$ cat src/rtl/reg_pkg.sv
// Shared types for the register write-back path.
// Holds the data width, default depth and the write request bundle.
package reg_pkg;

    localparam int WIDTH = 64;
    localparam int DEPTH = 16;
    localparam int ADDRW = $clog2(DEPTH);

    typedef logic [ADDRW-1:0] reg_addr_t;
    typedef logic [WIDTH-1:0] reg_data_t;

    typedef struct packed {
        reg_addr_t addr;
        reg_data_t data;
    } wb_req_t;

endpackage

$ cat src/rtl/wb_arbiter.sv
// Two-source write-back arbiter: loads normally win, and the ALU
// is promoted once it has been blocked STARVE_MAX cycles in a row.
module wb_arbiter #(
    parameter int STARVE_MAX = 4
) (
    input  logic clk,
    input  logic rst,
    input  logic alu_valid,
    input  logic ld_valid,
    output logic alu_ready,
    output logic ld_ready,
    output logic alu_fire,
    output logic ld_fire
);
    import reg_pkg::*;

    localparam int CW = $clog2(STARVE_MAX + 1);
    localparam logic [CW-1:0] MAXC = CW'(STARVE_MAX);

    logic [CW-1:0] starve_cnt;
    logic          boost;

    assign boost = (starve_cnt == MAXC);

    // Ready for each source depends only on the other source's valid.
    always_comb begin
        alu_ready = 1'b0;
        ld_ready  = 1'b0;
        if (!rst) begin
            if (boost) begin
                alu_ready = 1'b1;
                ld_ready  = !alu_valid;
            end else begin
                ld_ready  = 1'b1;
                alu_ready = !ld_valid;
            end
        end
    end

    assign alu_fire = alu_valid && alu_ready;
    assign ld_fire  = ld_valid && ld_ready;

    // Count consecutive cycles the ALU waited; saturates at the boost level.
    always_ff @(posedge clk or posedge rst) begin
        if (rst) begin
            starve_cnt <= '0;
        end else if (!alu_valid || alu_ready) begin
            starve_cnt <= '0;
        end else if (starve_cnt != MAXC) begin
            starve_cnt <= starve_cnt + 1'b1;
        end
    end

endmodule

$ cat src/rtl/reg_writeback.sv
// Write-back stage in front of the register file write port.
// Registers one arbitrated write per cycle and bypasses the pending one.
module reg_writeback #(
    parameter  int DEPTH      = 16,
    parameter  int STARVE_MAX = 4,
    localparam int WIDTH      = reg_pkg::WIDTH,
    localparam int ADDRW      = $clog2(DEPTH)
) (
    input  logic             clk,
    input  logic             rst,
    input  logic             alu_valid,
    output logic             alu_ready,
    input  logic [ADDRW-1:0] alu_addr,
    input  logic [WIDTH-1:0] alu_data,
    input  logic             ld_valid,
    output logic             ld_ready,
    input  logic [ADDRW-1:0] ld_addr,
    input  logic [WIDTH-1:0] ld_data,
    output logic             wr_en,
    output logic [ADDRW-1:0] wr_addr,
    output logic [WIDTH-1:0] wr_data,
    input  logic [ADDRW-1:0] byp_addr0,
    input  logic [ADDRW-1:0] byp_addr1,
    output logic             byp_hit0,
    output logic             byp_hit1,
    output logic [WIDTH-1:0] byp_data0,
    output logic [WIDTH-1:0] byp_data1
);
    import reg_pkg::*;

    logic             alu_fire;
    logic             ld_fire;
    logic             fire;
    logic [ADDRW-1:0] sel_addr;
    reg_data_t        sel_data;

    wb_arbiter #(
        .STARVE_MAX (STARVE_MAX)
    ) u_arb (
        .clk       (clk),
        .rst       (rst),
        .alu_valid (alu_valid),
        .ld_valid  (ld_valid),
        .alu_ready (alu_ready),
        .ld_ready  (ld_ready),
        .alu_fire  (alu_fire),
        .ld_fire   (ld_fire)
    );

    assign fire = alu_fire || ld_fire;

    // Steer the winning source onto the write path.
    always_comb begin
        sel_addr = alu_addr;
        sel_data = alu_data;
        if (ld_fire) begin
            sel_addr = ld_addr;
            sel_data = ld_data;
        end
    end

    // Register the accepted write; r0 is accepted but never written.
    always_ff @(posedge clk or posedge rst) begin
        if (rst) begin
            wr_en   <= 1'b0;
            wr_addr <= '0;
            wr_data <= '0;
        end else begin
            wr_en <= 1'b0;
            if (fire && sel_addr != '0) begin
                wr_en   <= 1'b1;
                wr_addr <= sel_addr;
                wr_data <= sel_data;
            end
        end
    end

    assign byp_hit0  = wr_en && (byp_addr0 == wr_addr) && (byp_addr0 != '0);
    assign byp_hit1  = wr_en && (byp_addr1 == wr_addr) && (byp_addr1 != '0);
    assign byp_data0 = byp_hit0 ? wr_data : '0;
    assign byp_data1 = byp_hit1 ? wr_data : '0;

endmodule

$ cat config.mk
export PLATFORM = sky130hd
export DESIGN_NAME = reg_writeback
export DESIGN_NICKNAME = d
export VERILOG_FILES = /design/src/rtl/reg_pkg.sv /design/src/rtl/wb_arbiter.sv /design/src/rtl/reg_writeback.sv
export SDC_FILE = /design/constraint.sdc
export NUM_CORES = 1
export LEC_CHECK = 0
export ABC_CLOCK_PERIOD_IN_PS = 2680
export BUFFER_PORTS_ARGS = -buffer_cell sky130_fd_sc_hd__buf_2
export CAP_MARGIN = 25
export CORE_AREA = 2 2 135 137
export CTS_CLUSTER_DIAMETER = 60
export DETAILED_ROUTE_END_ITERATION = 6
export DIE_AREA = 0 0 137 139
export RECOVER_POWER = 25
export SLEW_MARGIN = 20
export SYNTH_ARGS = -nofsm -noshare
export SYNTH_HDL_FRONTEND = slang
export SYNTH_SLANG_ARGS = --single-unit
$ cat constraint.sdc
create_clock -name clk -period 2.68 [get_ports clk]
set_input_delay 0.536 -clock clk [delete_from_list [all_inputs] [get_ports clk]]
set_output_delay 0.536 -clock clk [all_outputs]
set_load 0.02 [all_outputs]
Yosys cells after proc, flatten, opt, wreduce, memory -nomap -nowiden:

Cells that the tools add are included.

* eq/ne operators: 4
* add/subtract/negate cells: 1
* muxes and demuxes: 11
* reduce and logical (&&, ||, !) cells: 15

Operators with widths (count)
* $mux 64: 3
* $reduce_bool 4->1: 3
* $eq 4x4->1: 2
* $logic_and 1x1->1: 7
* $mux 3: 2
* $mux 1: 5
* $mux 4: 1
* $add 3x1->3 const B: 1
* $eq 3x3->1 const B: 1
* $ne 3x3->1 const B: 1
* $logic_not 1->1: 2
* $logic_or 1x1->1: 2
* $reduce_bool 2->1: 1

* logic and storage cells: 35
* bits in registers: 72
* input bits: 148
* output and inout port bits: 201

Logic depth before layout (Yosys ltp):

Gate-level depths: netlist (run 1).

* word-level depth: 8
* mapped depth: 8
* gate-level depth less buffers: 6

Cells and area by module:

A second synthesis (run 1) with hierarchy kept.

* cell total of the unflattened synthesis: 448
* area total of the unflattened synthesis: 5026.1 sq um

By module, submodules not included
* reg_writeback: sequential area each 1726.7 sq um, times used 1, area each 4792.1 sq um, cells each 425
* wb_arbiter: sequential area each 75.1 sq um, times used 1, area each 234.0 sq um, cells each 23

Worst setup path after synthesis (run 1):

OpenSTA, ideal clock, no wires.

* kind: reg2out
* start point: register wr_addr[0]
* end point: output byp_data0[54]
* slack: 425 ps
* data required time: 2144 ps
* arrival time: 1719 ps
* stages on the path, launching flop included: 6
* path buffers: 1
* cell sequence: dfrtp_1 > nor3_1 > or3_1 > a21oi_1 > clkbuf_1 > and2_1

* longest elaborated chain between the ends: 4

Ends and longest elaborated chain
* start: declaration: line reg_writeback.sv:20 `output logic [ADDRW-1:0] wr_addr,`
* start signal: assignment: line reg_writeback.sv:72 `wr_addr <= sel_addr;`
* $eq 4x4->1: line reg_writeback.sv:78 `assign byp_hit0 = wr_en && (byp_addr0 == wr_addr) && (byp_addr0 != '0);`
* $logic_and 1x1->1 (2 in a row): line reg_writeback.sv:78
* named net byp_hit0: line reg_writeback.sv:24 `output logic byp_hit0,`
* $mux 64: line reg_writeback.sv:80 `assign byp_data0 = byp_hit0 ? wr_data : '0;`
* end: declaration: line reg_writeback.sv:26 `output logic [WIDTH-1:0] byp_data0,`

The timed path passes the listed nets, and every way through them passes these cells.

Worst setup path in the final report (run 1):

* start point: register wr_addr[0]
* end point: output byp_data0[33]

* longest elaborated chain between the ends: 4

Ends and longest elaborated chain (line)
* $eq 4x4->1: reg_writeback.sv:78
* $logic_and 1x1->1 (2 in a row): reg_writeback.sv:78
* $mux 64: reg_writeback.sv:80

No other way between the ends.

==> results.toml, run 1 <==
[timing]
fin_crit_ps = 2559
fin_crit_sh = 0.9549
clock_skew_ps = 6.603
hold_violations = 0
whs_ps = 516.0
tightest_slew_ps = 1565
tns_ps = 0
rsz0062_at_grt = "no"
finalSetupViolations = 0
timing.fmax_mhz = 390.8
relSlewSlack = -0.04934
drv_slew = 34

[drt]
post_drt_wl_per_cell_um = 14.32
final_antenna_net_count = 0
drc = 0
dr.pass1.iters = 4
vias = 4237
totalWireLength_um = 14040
via_per_inst = 4.323
drt_iter0_drc = 60

[setup_path]
reg2reg_to = "wr_data[39]"
crit_type = "flop to output port"
critPathCapture = "byp_data0[33]"
r2r_slack_ps = 520
critical_path.startpoint = "wr_addr[0]"
cp_max_fo = 65
r2r_cells = 7
worstSetupStartpointType = "flop"
timing.rr.start = "u_arb.starve_cnt[0]"
crit_path_end_kind = "output port"
worstPathArrival_ps = 2020
cp.required_ps = 2140

[die]
start_util = 0.2618
dieWidth_um = 137
core-area_um2 = 17660
pin_count = 349
rows = 49
dieHeight_um = 139
dieArea_um2 = 19040

[synthesis]
ys_warn_count = 0
ys.flop_type = "dfrtp_1"
synth_nets = 557
ys_types = 28
synthTopCellsByArea = "dfrtp_1 39%, mux2_2 28%, and2_1 17%, mux2_4 5.5%, buf_6 1.2%"
seq_area_frac_synth = 0.3898
synth_edf_count = 0
syn_inst = 407
synth_top_cell_area_share = 0.3898
synth_common_cells = "129 x and2_1, 114 x mux2_2, 72 x dfrtp_1"
synth_top_area_cell = "dfrtp_1"
synth_most_common_cell = "and2_1"
async_reset_ff_frac = 1.000
synth_area_um2 = 4622
syn_area_per_cell_um2 = 11.36
synth-seq-cells = 72

[power]
p_int_w = 0.002538
peakVddDrop_v = 0.0002599
pwr-share-clk = 0.305
switchingPower_w = 0.001255
seqPwrFrac = 0.387
swShare = 0.3309
p_per_area_nw_per_um2 = 546.6
p_comb_frac = 0.307
p_leak_nw = 3.719

[global_routing]
grt_pass1_vias = 4085
antenna_found_initial = 0
grt_start_max_net_pins = 66
grt-ovfl-total = 0
grt_pass1_wl_um = 21090
grt_usage = 0.1422

[outcome]
violations = "capacitance limit, slew limit"
outcome = "finished, violations left"

[clock_network]
h-tree-depth = 3
clk_pin_slew_ps = 50
cts.path.max_buffers = 2
ctsHoldBuffers = 0
cts_sinks = 72
cts_tree = "built"
worstSkewPairLatency_ps = 330
clockRootBuffer = "clkbuf_16"
cts_buffers = 9

[final_layout]
antennaDiodeCount = 0
nets = 896
final_area_um2 = 6938
fillers = 1776
layout-drive-gt1-share = 0.6565
area_delta_synth_final_pct = 50.11

[min_path]
hp-class = "input port to flop"

[flow_run]
drv_cap = 1

[placement]
gp_congestion = 0.7654
portBuffers = 348
placed_cell_area_um2 = 6665
place.detailed.hpwl_um = 10960
==> placed cells by master, fill, tap and decap left out <==
cell	netlist	layout
a32oi_1	1	1
o22ai_1	4	4
a21oi_4	0	2
ha_1	2	2
buf_12	0	6
a31oi_4	1	1
inv_1	6	5
nand2_4	0	1
nor4_1	2	2
clkbuf_16	0	9
clkinv_2	0	3
mux2_2	114	114
nand2_1	5	5
and2_0	0	1
o21ai_0	2	2
nor2b_1	1	1
clkinvlp_2	0	1
buf_4	0	1
a21oi_1	3	1
buf_8	0	1
mux2i_1	3	3
dfrtp_1	72	72
bufinv_16	0	1
clkbuf_1	12	16
buf_2	9	335
o21ai_4	0	1
xnor2_1	6	6
o21bai_1	1	1
nor3_1	2	2
nor2_1	1	1
a211o_1	1	1
nand4_1	2	2
and2_1	129	128
mux2_4	17	17
or3_1	2	2
==> layer usage <==
layer	GRT usage	wire length [um]	vias up
li1	-	-	2054
met1	0.1552	5606	1964
met2	0.2647	7211	209
met3	0.04167	1085	10
met4	0.03581	134	0
met5	0	0	-
==> metrics by stage <==
| step | worst slack, ps | utilization | cells | power (W) |
|---|---|---|---|---|
| floorplan | 319.1 | - | 407 | 0.002186 |
| global placement | 265.4 | 0.3775 | 964 | 0.002667 |
| detailed placement | 228.3 | 0.3775 | 964 | 0.002679 |
| CTS | 73.42 | 0.3936 | 980 | 0.003882 |
| global route | 11.26 | 0.3929 | 980 | 0.004023 |
| finish | 120.9 | 0.3929 | 980 | 0.003793 |
==> logic make-up after synthesis <==
family / synth area share
AND/OR/NAND/NOR: 0.1925
multiplexers: 0.3395
flip-flops: 0.3898
buffers and inverters: 0.03871
AO/OA/AOI/OAI: 0.02274
XOR/XNOR: 0.01137
adder cells (fa/ha/maj): 0.005413
==> power groups by stage <==
stage	combinational, W	clock (W)	sequential (W)
after floorplan	0.000520	0	0.00167
after global placement	0.00118	0	0.00149
final	0.00117	0.00116	0.00147
after CTS	0.00119	0.00122	0.00147
after global routing	0.00125	0.00127	0.00150
after detailed placement	0.00119	0	0.00149
==> repair_timing <==
item	CTS	global route
setup buffers	0	0
gates resized for setup	1	1
endpoints found under the setup margin	1	11
pin swaps	0	0
==> registers in the layout (all words and copies together) (netlist names) <==
register	flops
wr_addr	4
u_arb.starve_cnt	3
wr_en	1
wr_data	64
==> worst min-delay path by stage <==
stage / slack (ps) / end / cells past startpoint / startpoint
finish: 520 / u_arb.starve_cnt[1] / 2 / alu_valid
global route: 490 / u_arb.starve_cnt[1] / 2 / alu_valid
CTS: 340 / wr_addr[1] / 2 / rst
detailed placement: 530 / wr_data[14] / 1 / wr_data[14]
global placement: 520 / wr_data[11] / 1 / wr_data[11]
floorplan: 610 / u_arb.starve_cnt[0] / 2 / u_arb.starve_cnt[0]
==> layout make-up <==
type	instances	area, um2	share of cell area
multi-input cells	301	2676	0.3858
repair buffers	356	1868	0.2693
flip-flops and latches	72	1802	0.2597
well taps	229	286.5	0.04130
clock buffers	12	236.5	0.03408
clock inverters	4	45.04	0.006492
inverters	6	23.77	0.003427
==> critical path, stage by stage, from the launching register on <==
cell and delay [ps]:
dfrtp_1 450, nor3_1 100, or3_1 370, a21oi_4 190
buf_12 240, and2_1 160, buf_2 160
(Power assumes the default switching activity.)
==> inputs of run 2 (changes only) <==
--- a/config.mk
+++ b/config.mk
@@ -12,6 +12,7 @@
 export CTS_CLUSTER_DIAMETER = 60
 export DETAILED_ROUTE_END_ITERATION = 6
 export DIE_AREA = 0 0 137 139
+export PLACE_DENSITY = 0.63
 export RECOVER_POWER = 25
 export SLEW_MARGIN = 20
 export SYNTH_ARGS = -nofsm -noshare
==> run 2 against run 1 <==
  * The run now ends clean
  * Largest cell class unchanged
  * Die area unchanged
  * Utilization up 0.24 points
  * Non-clock buffer count unchanged
  * Sequential share of layout area shrank 0.16 points
  * Final cell count is 0.10% higher
  * Clock skew is 1.0 ps higher
  * First-iteration DRC count rose by 28%
  * Clock-buffer cell count is the same
  * Critical path depth unchanged
  * Clock power is 15% higher
  * Routed wire length up 0.21%
  * Register-to-register slack got worse by 80 ps
==> results.toml, run 2 (synthesis results as in run 1) <==
[outcome]
outcome = "finished clean"

[drt]
vias = 4252
drt_iter0_drc = 77
drc = 0
totalWireLength_um = 14070
via_per_inst = 4.334
dr.pass1.iters = 4
final_antenna_net_count = 0
post_drt_wl_per_cell_um = 14.34

[clock_network]
clk_pin_slew_ps = 60
clockRootBuffer = "clkbuf_16"
cts.path.max_buffers = 2
cts_buffers = 9
ctsHoldBuffers = 0
cts_setup_buffers = 0
cts_tree = "built"
worstSkewPairLatency_ps = 340
h-tree-depth = 3
cts_resized = 0
cts_sinks = 72

[setup_path]
crit_type = "flop to output port"
timing.rr.start = "u_arb.starve_cnt[0]"
crit_path_end_kind = "output port"
worstPathArrival_ps = 2030
r2r_cells = 7
reg2reg_to = "wr_data[63]"
r2r_slack_ps = 440
cp.required_ps = 2140
worstSetupStartpointType = "flop"
cp_max_fo = 36

[min_path]
min_from = "alu_valid"
holdPathEnd = "u_arb.starve_cnt[2]"
whs_path_depth = 3
hp-class = "input port to flop"

[final_layout]
reg_top3 = "wr_data (64), wr_addr (4), u_arb.starve_cnt (3)"
fillers = 1789
largest_reg_flops = 64
final-seq-area_um2 = 1802
final_common_cell = "buf_2"
layout-drive-gt1-share = 0.6578
final_util = 0.3953
final_cell_mix = "335 x buf_2, 129 x and2_1, 114 x mux2_2"
largest_register = "wr_data"
instances_no_fill = 981
nets = 896
multi_input_area_um2 = 2676
area_delta_synth_final_pct = 51.03

[power]
p_per_area_nw_per_um2 = 569.5
p_leak_nw = 3.730
peakVddDrop_v = 0.0002697

[die]
dieWidth_um = 137
rows = 49
start_util = 0.2618
core-area_um2 = 17660
dieHeight_um = 139
dieArea_um2 = 19040
pin_count = 349

[timing]
drv_slew = 0
fin_crit_ps = 2562
rsz0062_at_grt = "no"
finalSetupViolations = 0
relSlewSlack = 0.02717
timing.fmax_mhz = 390.4
finalWorstSetupSlack_ps = 118.3
fin_crit_sh = 0.9559
tightest_slew_ps = 1451
hold_violations = 0
clock_skew_ps = 7.607
tns_ps = 0

[placement]
place.detailed.hpwl_um = 11040
placed_cells = 964
gp_congestion = 0.8070
dp_slack_ps = 361.9
portBuffers = 348

[global_routing]
antenna_found_initial = 1
grt_pass1_vias = 4067
grt_start_max_net_pins = 70
grt_usage = 0.1462
grt_pass1_wl_um = 21650
grt-ovfl-total = 0

[flow_run]
drv_cap = 0
run 2: stage by stage:
stage	hold WS (ps)	area, um2	total power, W
floorplan	605.5	4622	0.002186
global placement	517.6	6678	0.002674
global route	505.7	6980	0.004215
detailed placement	528.8	6678	0.002688
CTS	313.6	7010	0.004065
finish	500.3	6980	0.003975
run 2: worst max-delay path by stage:
stage / from / end / depth (start not counted)
floorplan: rst / u_arb.starve_cnt[0] / 1
global placement: byp_addr0[0] / byp_data0[30] / 7
detailed placement: byp_addr1[3] / byp_data1[31] / 6
CTS: wr_addr[1] / byp_data1[63] / 6
global route: rst / wr_data[31] / 3
finish: wr_addr[0] / byp_data1[34] / 6
run 2: layer usage:
metal,vias up,track usage,part of all wire,wire length (um)
met5,-,0,0,0
met4,0,0.05697,0.020,285
met3,22,0.03143,0.084,1184
met2,220,0.2611,0.49,6931
met1,1947,0.1677,0.40,5666
li1,2063,-,-,-
run 2: worst max-delay path, cell delays in order, from the launching register on:
cell	delay, ps
dfrtp_1	460
nor3_1	110
or3_1	360
a21oi_4	230
buf_12	200
and2_1	140
buf_2	150
run 2: area by class of cell:
| class | count | area share |
|---|---|---|
| tap | 229 | 0.04105 |
| timing repair buffer | 356 | 0.2660 |
| antenna | 1 | 0.0003585 |
| multi-input combinational | 301 | 0.3834 |
| inverter | 6 | 0.003406 |
| clock inverter | 4 | 0.01093 |
| clock buffer | 12 | 0.03674 |
| sequential | 72 | 0.2581 |
run 2: where the power goes:
group	internal (W)	leakage (nW)	total, W	switching, W
registers	0.00128	0.850	0.00147	0.000197
logic	0.000538	2.72	0.00117	0.000630
clock network	0.000868	0.159	0.00133	0.000466
total	0.00268	3.73	0.00398	0.00129
==> inputs of run 3 (changes only) <==
--- a/config.mk
+++ b/config.mk
@@ -8,10 +8,10 @@
 export ABC_CLOCK_PERIOD_IN_PS = 2680
 export BUFFER_PORTS_ARGS = -buffer_cell sky130_fd_sc_hd__buf_2
 export CAP_MARGIN = 25
-export CORE_AREA = 2 2 135 137
+export CORE_AREA = 2 2 134 136
 export CTS_CLUSTER_DIAMETER = 60
 export DETAILED_ROUTE_END_ITERATION = 6
-export DIE_AREA = 0 0 137 139
+export DIE_AREA = 0 0 136 138
 export PLACE_DENSITY = 0.63
 export RECOVER_POWER = 25
 export SLEW_MARGIN = 20
==> run 3 against run 2 <==
  * The flow now finishes with violations (capacitance limit, slew limit)
  * First-iteration DRC count increased by 3.9%
  * Sequential share of layout area up 0.23 points
  * Non-clock buffer count decreased by 1
  * Routed wire length grew 0.72%
  * Utilization about the same
  * Clock skew is 0.95 ps lower
  * Combinational power about the same
  * Sequential cell count stayed put
  * Hold slack improved by 3.9 ps
==> results.toml, run 3 (synthesis results as in run 1) <==
[timing]
drv_slew = 36
finalSetupViolations = 0
fin_crit_ps = 2541
whs_ps = 504.2
clock_skew_ps = 6.662
tightest_slew_ps = 1742
rsz0062_at_grt = "no"
timing.fmax_mhz = 393.6
hold_violations = 0
relSlewSlack = -0.1674
fin_crit_sh = 0.9480
tns_ps = 0

[die]
rows = 49
start_util = 0.2636
dieHeight_um = 138
dieArea_um2 = 18770
core-area_um2 = 17530
pin_count = 349
dieWidth_um = 136

[global_routing]
grt_start_max_net_pins = 66
antenna_found_initial = 0
grt_usage = 0.1487
grt-ovfl-total = 0
grt_pass1_wl_um = 21680
busiest_layer = "met2"
grt_util_met2 = 0.2793
use_met1 = 0.1654
grt_pass1_vias = 4054
grt_use_met3 = 0.02860

[final_layout]
final_common_cell = "buf_2"
instances_no_fill = 978
final_util = 0.3954
antennaDiodeCount = 0
reg_top3 = "wr_data (64), wr_addr (4), u_arb.starve_cnt (3)"
largest_reg_flops = 64
nets = 895
fillers = 1748
area_delta_synth_final_pct = 50.00
layout-drive-gt1-share = 0.6622
final_cell_mix = "335 x buf_2, 128 x and2_1, 114 x mux2_2"
largest_register = "wr_data"

[power]
power.total_w = 0.003826
seqPwrFrac = 0.385
switchingPower_w = 0.001269
swShare = 0.3317
p_leak_nw = 3.713
p_per_area_nw_per_um2 = 551.9
p_comb_frac = 0.307
peakVddDrop_v = 0.0002563
p_int_w = 0.002557
pwr-share-clk = 0.308

[setup_path]
crit_path_end_kind = "output port"
crit_type = "flop to output port"
critical_path.startpoint = "wr_addr[0]"
r2r_cells = 7
cp_max_fo = 65
worstPathArrival_ps = 2000
cp.required_ps = 2140
timing.rr.start = "u_arb.starve_cnt[0]"
worstSetupStartpointType = "flop"

[clock_network]
cts_resized = 0
cts_setup_buffers = 0
worstSkewPairLatency_ps = 330
ctsHoldBuffers = 0
cts.path.max_buffers = 2
cts_buffers = 9
h-tree-depth = 3
clockRootBuffer = "clkbuf_16"
cts_sinks = 72
clk_pin_slew_ps = 60
cts_tree = "built"

[drt]
vias = 4211
post_drt_wl_per_cell_um = 14.49
dr.pass1.iters = 4
drt_iter0_drc = 80
final_antenna_net_count = 0
via_per_inst = 4.306
drc = 0
totalWireLength_um = 14170

[min_path]
min_from = "alu_valid"
hp-class = "input port to flop"
whs_path_depth = 3

[outcome]
violations = "capacitance limit, slew limit"
outcome = "finished, violations left"

[placement]
gp_congestion = 0.7679
placed_cells = 963
portBuffers = 348
place.detailed.hpwl_um = 10760

[flow_run]
drv_cap = 1
[run 3: through the flow]
| stage | instance area [um2] | worst slack (ps) |
|---|---|---|
| floorplan | 4622 | 319.1 |
| global placement | 6658 | 331.6 |
| detailed placement | 6658 | 319.3 |
| CTS | 6945 | 30.23 |
| global route | 6933 | 20.98 |
| finish | 6933 | 139.5 |
[run 3: power by group through the flow]
| stage | Combinational, W | Sequential (W) | Clock [W] |
|---|---|---|---|
| after floorplan | 0.000520 | 0.00167 | 0 |
| after global placement | 0.00119 | 0.00149 | 0 |
| after detailed placement | 0.00120 | 0.00149 | 0 |
| after CTS | 0.00120 | 0.00148 | 0.00124 |
| after global routing | 0.00126 | 0.00152 | 0.00127 |
| final | 0.00117 | 0.00147 | 0.00118 |
[run 3: cell type report]
cell class,instances,area [um2],area share
Clock inverter,4,45.04,0.006497
Timing Repair Buffer,355,1853,0.2673
Clock buffer,11,242.7,0.03501
Tap cell,229,286.5,0.04133
Sequential cell,72,1805,0.2604
Multi-Input combinational cell,301,2676,0.3860
Inverter,6,23.77,0.003429
[run 3: worst max-delay path, stage by stage, from the launching register on]
cell	delay [ps]
dfrtp_2	450
nor3_1	80
or3_1	360
a21oi_4	180
buf_12	250
and2_1	170
buf_2	160
[run 3: worst paths after layout]
check / end / slack (ps)
min in group asynchronous: wr_addr[3] / 780
max in group asynchronous: wr_addr[2] / 1010
max reg2reg: wr_data[31] / 460
min: u_arb.starve_cnt[2] / 500
min reg2reg: wr_data[2] / 540
max: byp_data1[39] / 140
[run 3: layer usage]
metal | vias to the layer above | part of all wire
met5 | - | 0
met4 | 0 | 0.014
met3 | 11 | 0.074
met2 | 203 | 0.52
met1 | 1928 | 0.40
li1 | 2069 | -
